File: src/rtl/wb_port_arbiter.sv
// rtl/wb_port_arbiter.sv - two-source writeback arbiter onto the single register-file write port
//
// Purpose: each writeback producer pushes (reg, data) pairs into its own small
// FIFO through a valid/ready handshake. A round-robin scheduler pops one head
// per cycle and drives registered register-file write controls. Writes to XZR
// (X31) consume a slot but never raise rf_we.
//
// Optional build macro: WB_CONFLICT_CNT_EN adds a saturating 16-bit count of
// cycles in which both FIFO heads are valid and no flush is pending.
//
// Ports:
//   clk, reset_n           clock, asynchronous active-low reset
//   s0_valid/ready/reg/data source 0 (ALU/link) write handshake
//   s1_valid/ready/reg/data source 1 (load/long-latency) write handshake
//   flush                  synchronous discard of all queued writes
//   rf_we/rf_waddr/rf_wdata registered register-file write controls
//   idle                   both FIFOs empty and no write in flight
//   conflict_cnt           (WB_CONFLICT_CNT_EN only) contention cycle count

module wb_port_arbiter #(
    parameter int DATA_W = 64,
    parameter int REG_AW = 5,
    parameter int DEPTH  = 2
) (
    input  logic              clk,
    input  logic              reset_n,
    input  logic              s0_valid,
    output logic              s0_ready,
    input  logic [REG_AW-1:0] s0_reg,
    input  logic [DATA_W-1:0] s0_data,
    input  logic              s1_valid,
    output logic              s1_ready,
    input  logic [REG_AW-1:0] s1_reg,
    input  logic [DATA_W-1:0] s1_data,
    input  logic              flush,
    output logic              rf_we,
    output logic [REG_AW-1:0] rf_waddr,
    output logic [DATA_W-1:0] rf_wdata,
    output logic              idle
`ifdef WB_CONFLICT_CNT_EN
    ,
    output logic [15:0]       conflict_cnt
`endif
);

    localparam int PW = $clog2(DEPTH);
    localparam logic [REG_AW-1:0] XZR = REG_AW'(31);

    // Pointers carry one extra wrap bit so full and empty are distinguishable.
    logic [PW:0]       wr_ptr [2];
    logic [PW:0]       rd_ptr [2];
    logic [REG_AW-1:0] reg_mem  [2][DEPTH];
    logic [DATA_W-1:0] data_mem [2][DEPTH];

    logic [1:0]        empty;
    logic [1:0]        full;
    logic [1:0]        push;
    logic [1:0]        pop;
    logic [1:0]        in_valid;
    logic [REG_AW-1:0] in_reg  [2];
    logic [DATA_W-1:0] in_data [2];

    logic              last_grant;
    logic              gnt;
    logic              both_valid;
    logic              pop_any;
    logic [REG_AW-1:0] head_reg;
    logic [DATA_W-1:0] head_data;

    assign in_valid   = {s1_valid, s0_valid};
    assign in_reg[0]  = s0_reg;
    assign in_reg[1]  = s1_reg;
    assign in_data[0] = s0_data;
    assign in_data[1] = s1_data;

    // Ready depends only on state and flush; a pop in the same cycle never
    // frees space for a push into a full FIFO.
    assign s0_ready = !full[0] && !flush;
    assign s1_ready = !full[1] && !flush;
    assign push     = in_valid & {s1_ready, s0_ready};

    assign both_valid = !empty[0] && !empty[1];
    assign pop_any    = !flush && !(empty[0] && empty[1]);
    // Contention goes to the source that did not win last; otherwise the
    // only non-empty FIFO wins (empty[0] set means source 1 is the one).
    assign gnt        = both_valid ? !last_grant : empty[0];
    assign pop        = pop_any ? (gnt ? 2'b10 : 2'b01) : 2'b00;

    assign head_reg  = reg_mem[gnt][rd_ptr[gnt][PW-1:0]];
    assign head_data = data_mem[gnt][rd_ptr[gnt][PW-1:0]];

    for (genvar g = 0; g < 2; g++) begin : g_fifo
        assign empty[g] = (wr_ptr[g] == rd_ptr[g]);
        assign full[g]  = (wr_ptr[g][PW] != rd_ptr[g][PW]) &&
                          (wr_ptr[g][PW-1:0] == rd_ptr[g][PW-1:0]);

        always_ff @(posedge clk or negedge reset_n) begin
            if (!reset_n) begin
                wr_ptr[g] <= '0;
                rd_ptr[g] <= '0;
            end else if (flush) begin
                rd_ptr[g] <= wr_ptr[g];
            end else begin
                if (push[g]) wr_ptr[g] <= wr_ptr[g] + 1'b1;
                if (pop[g])  rd_ptr[g] <= rd_ptr[g] + 1'b1;
            end
        end

        always_ff @(posedge clk) begin
            if (push[g]) begin
                reg_mem[g][wr_ptr[g][PW-1:0]]  <= in_reg[g];
                data_mem[g][wr_ptr[g][PW-1:0]] <= in_data[g];
            end
        end
    end

    always_ff @(posedge clk or negedge reset_n) begin
        if (!reset_n) begin
            last_grant <= 1'b1;
            rf_we      <= 1'b0;
            rf_waddr   <= '0;
            rf_wdata   <= '0;
        end else if (pop_any) begin
            last_grant <= gnt;
            rf_we      <= (head_reg != XZR);
            rf_waddr   <= head_reg;
            rf_wdata   <= head_data;
        end else begin
            rf_we      <= 1'b0;
        end
    end

    assign idle = empty[0] && empty[1] && !rf_we;

`ifdef WB_CONFLICT_CNT_EN
    always_ff @(posedge clk or negedge reset_n) begin
        if (!reset_n) begin
            conflict_cnt <= '0;
        end else if (both_valid && !flush && conflict_cnt != 16'hFFFF) begin
            conflict_cnt <= conflict_cnt + 16'd1;
        end
    end
`endif

endmodule

File: config.mk
export PLATFORM = sky130hd
export DESIGN_NAME = wb_port_arbiter
export DESIGN_NICKNAME = d
export VERILOG_FILES = /design/src/rtl/wb_port_arbiter.sv
export SDC_FILE = /design/constraint.sdc
export NUM_CORES = 1
export LEC_CHECK = 0
export CAP_MARGIN = 20
export CORE_AREA = 8 8 185 187
export DETAILED_ROUTE_END_ITERATION = 16
export DIE_AREA = 0 0 193 195
export DONT_BUFFER_PORTS = 1
export PLACE_DENSITY = 0.59
export SLEW_MARGIN = 30
export SYNTH_ARGS = -nofsm -noshare
export SYNTH_HDL_FRONTEND = slang
export SYNTH_SLANG_ARGS = --single-unit
export TNS_END_PERCENT = 1
File: constraint.sdc
create_clock -name clk -period 7.25 [get_ports clk]
set_input_delay 0 -clock clk [delete_from_list [all_inputs] [get_ports clk]]
set_output_delay 0 -clock clk [all_outputs]
set_load 0.02 [all_outputs]
# Word-level counts from Yosys, hierarchy flattened
# Memories as Yosys holds them, arrays and structs flattened.
# Cells that the tools add are included.
# Widths: inputs -> output; s select.
[classes]
n_addsub = 4
n_mul = 0
n_div = 0
order_cmp = 6
n_eq_ne = 7
shifts = 0
mux = 31
n_bitwise = 6
reduce_logical = 22
[op_table]
columns = ["operator", "n"]
rows = [
  ["$mux 64", 5],
  ["$mux 128", 2],
  ["$demux 64 s1", 2],
  ["$mux 5", 5],
  ["$mux 10", 2],
  ["$mux 2", 6],
  ["$demux 5 s1", 2],
  ["$logic_and 1x1->1", 10],
  ["$add 2x1->2 const B", 4],
  ["$ge 2x2->1 const B", 4],
  ["$logic_not 1->1", 8],
  ["$not 1->2", 4],
  ["$mux 1", 7],
  ["$ne 5x5->1 const B", 1],
  ["$eq 2x2->1", 2],
  ["$lt 2x1->1 const B", 2],
  ["$reduce_and 2->1", 2],
  ["$reduce_bool 2->1", 2],
  ["$and 2x2->2", 1],
  ["$eq 1x1->1", 2],
  ["$ne 1x1->1", 2],
  ["$not 1->1", 1],
]
[totals]
register_bits = 79
latchBits = 0
ram_bits = 276
rom_bits = 0
inputBits = 143
output_inout_bits = 73
elab_cells = 86
memories = 2
[memory_table]
columns = ["name", "words", "word_bits", "rd", "rd_clocked_by_memory_dff", "wr", "line_no", "text"]
rows = [
  ["data_mem", 2, 128, 1, 0, 2, "53", "logic [DATA_W-1:0] data_mem [2][DEPTH];"],
  ["reg_mem", 2, 10, 1, 0, 2, "52", "logic [REG_AW-1:0] reg_mem [2][DEPTH];"],
]

# Longest topological paths before layout
[logic_depth]
word_depth = 14
mapped_depth = 7
depth_no_buf = 4

# Worst setup path before layout
# Ideal clock, no wire load.
[synth_timing]
kind = "register to register"
start = "register wr_ptr[0] (netlist name)"
end = "memory data_mem[1][100] (netlist name), enable pin"
arrival_time_ps = 4179
slack_ps = 2574
path_stages_with_launch = 6
path_buffers = 1
cell_sequence = "dfrtp_1 > buf_2 > xnor2_1 > a21oi_1 > nand2_1 > nor2_1"
[synth_lines]
columns = ["item", "line_no", "text"]
rows = [
  ["start: declaration", "50", "logic [PW:0] wr_ptr [2];"],
  ["start signal: indexed assignment", "104", "if (push[g]) wr_ptr[g] <= wr_ptr[g] + 1'b1;"],
  ["end: declaration", "53", ""],
]

==> results by group <==
Logic synthesis
  • Yosys reg bits: 355
  • Synth area leader: edfxtp_1
  • Post-synth top cells: 276 x edfxtp_1, 78 x dfrtp_1, 73 x mux2i_1, 73 x nand2_1, 67 x nand4_1
  • Ys async rst share: 22.25%
  • Area of the mapped netlist: 0.01383 mm²
  • Syn Area/Cell: 16.80 µm²
  • Most frequent cell after synthesis: edfxtp_1
  • Synth Net Count: 966
  • Synth warn: 0
  • Sequential element share of the synthesized area: 74.23%
  • Cell variety after synth: 41
  • Gate Count Post-Synth: 823
  • Synth top area cells: edfxtp_1 60%, dfrtp_1 14%, mux2_2 5.3%, mux2i_1 5.3%, nand4_1 3.0%
  • Post-synth EDFFs: 276
  • Post-synth top area share: 59.93%
  • Ys flop type: edfxtp_1

Timing
  • Hold Vio Cnt, Final: 0
  • Final hold slack: 0.03590 ns
  • Relative slew slack: 39.94%
  • Achievable Freq: 289.1 MHz
  • Final min period: 3.459 ns
  • Pins Over Slew Limit: 0
  • Final Cycle Share: 47.70%
  • Setup-failing EPs final: 0
  • RSZ-0062 raised after global routing: no
  • TNS Setup: 0 ns
  • Worst Tran Pin Value: 0.9009 ns
  • Setup Skew: 0.01803 ns

Layout
  • Layout area overhead: 22.34%
  • Share of cells above drive strength 1: 18.22%
  • FF+latch area: 0.01027 mm²
  • Fill cells: 2,520
  • Multi-input logic area: 0.003267 mm²
  • Fin nets: 1,102

Hold path
  • Hold crit path type: in2reg

Pwr
  • Lkg Pwr: 6.034 nW
  • VDD IR max: 0.3676 mV
  • Pwr Density: 422.9 mW/mm²

Worst setup path
  • CP endpoint kind: register
  • CP max FO: 37
  • Worst EP required: 7.39 ns
  • Critical path startpoint category: register
  • Crit path DAT: 3.60 ns
  • CP Class: reg2reg

Placement
  • RePlAce Congestion: 0.7432
  • Port Buffers: 0
  • Dpl hpwl: 19,630 µm

Clocking
  • CTS Buf Count: 37
  • Clock transition at the registers of the reported paths: 0.06 ns
  • Post-CTS setup buffers: 0
  • Post-cts sizing count: 0
  • Clock Sinks: 355
  • CTS max path bufs: 3
  • CTS tree: built
  • CTS H-tree lvls: 2
  • CTS root buf: clkbuf_16
  • Worst skew pair latency: 0.52 ns

Die
  • Placeable Area: 0.03123 mm²
  • Die H: 195 µm
  • Row cnt: 65
  • Die ar.: 0.03764 mm²
  • # IOs: 216
  • Die width: 193 µm
  • Initial cell density of the core: 44.28%

Detailed routing
  • DRT iter0 DRCs: 386
  • Final WL: 31,740 µm
  • DRC: 0
  • Final antenna-violating net count: 0
  • Routed via count: 7,671
  • Vias per cell: 5.515
  • Routed WL per cell: 22.82 µm
  • Drt first pass iters: 7

Run status
  • Status: complete, no violations

Global routing
  • Initial antenna violation count: 1
  • Total grt overflow: 0
  • Vias in the first global route: 8,475
  • First-pass GRT wire length: 49,250 µm
  • Pin count of the biggest net entering global routing: 80
  • GRT Total Usage: 16.84%

Job
  • MaxCap Viol Count: 0
[placed cells by master (no fill, tap or decap), drive strengths merged, types with 2 or more instances in the layout]
master	synthesis	routed
edfxtp	276	276
dlygate4sd3	0	142
dfrtp	78	78
nand2	73	73
mux2i	73	73
nand4	67	67
mux2	65	65
o211ai	65	65
clkbuf	13	54
buf	47	15
clkinv	0	10
nor2	8	8
o21ai	8	8
xor2	6	6
xnor2	5	5
a21oi	4	4
nand3	4	4
inv	3	4
and3	3	3
nor3	2	2
nor2b	2	2
a311oi	2	2
a31oi	2	2
a22o	2	2
a22oi	2	2
a211oi	2	2
clkinvlp	0	2
a21o	2	2
[what timing repair did]
item / 4_1_cts / 5_1_grt
hold endpoints to repair: 399 / 0
endpoints found under the setup margin: 0 / 0
hold buffers: 143 / 0
[layout make-up]
cell class	count	area share (%)
tap	402	2.973
timing repair buffer	157	9.858
clock inverter	14	0.5990
inverter	3	0.06656
antenna	1	0.01479
sequential	355	60.72
clock buffer	54	6.456
multi-input combinational	405	19.31
[per-stage QoR]
| stage | utilization (%) | cell area, µm² | power, mW | cells | worst slack [ns] |
|---|---|---|---|---|---|
| 5_1_grt | 54.17 | 16920 | 7.526 | 1391 | 3.597 |
| 6_report | 54.17 | 16920 | 7.155 | 1391 | 3.791 |
| 3_5_place_dp | 45.64 | 14250 | 5.295 | 1178 | 3.794 |
| 3_3_place_gp | 45.15 | 14100 | 5.152 | 1171 | 3.342 |
| 4_1_cts | 54.10 | 16900 | 7.227 | 1389 | 3.761 |
| 2_1_floorplan | - | 13830 | 4.759 | 823 | 2.574 |
[registers in the layout, summed over array words and instances (netlist names)]
register	count
data_mem	256
last_grant	1
wr_ptr	4
reg_mem	20
rf_wdata	64
rd_ptr	4
rf_waddr	5
rf_we	1
[worst paths after layout]
path                            slack, ns        from               to  cells past startpoint
worst max-delay path                 3.79   rd_ptr[0]  data_mem[1][89]                      5
worst min-delay path                 0.04    s1_valid  data_mem[1][48]                      1
worst max register to register       3.79   rd_ptr[0]  data_mem[1][89]                      5
worst min register to register       0.50  last_grant       last_grant                      2
max in group asynchronous            6.78     reset_n        rd_ptr[0]                      2
min in group asynchronous            0.05     reset_n     rf_wdata[26]                      2
[cell families (layout without fill, tap and decap cells)]
family                    count (synthesis)  in the layout  share of synthesized area [%]
xor gates and xnor gates                 11             11                         0.7509
buffers and inverters                    63            228                          2.533
other                                     0              1                              0
muxes                                   138            138                          10.58
AOI/OAI and AO/OA                        96             96                          6.152
DFF                                     355            355                          74.23
and+or+nand+nor                         160            160                          5.754
[metal layers]
layer	track usage, %	vias to the layer above	part of all wire, %
li1	-	3483	-
met1	20.52	3910	41
met2	29.15	229	50
met3	4.526	49	6.9
met4	4.275	0	1.8
met5	0	-	0
[where the power goes]
part           switching, mW  internal (mW)  total, mW
Sequential             0.555           2.72       3.28
Clock                  0.738           1.08       1.82
Combinational           1.26          0.795       2.06
[worst max-delay path: stages (launching register included)]
cell and delay [ns]:
dfrtp_4 0.86, xnor2_1 0.27, a21oi_1 0.66, nand2_1 0.25, nor2_4 0.46, buf_4 0.54
No activity file was read; power rests on OpenSTA's default activity.
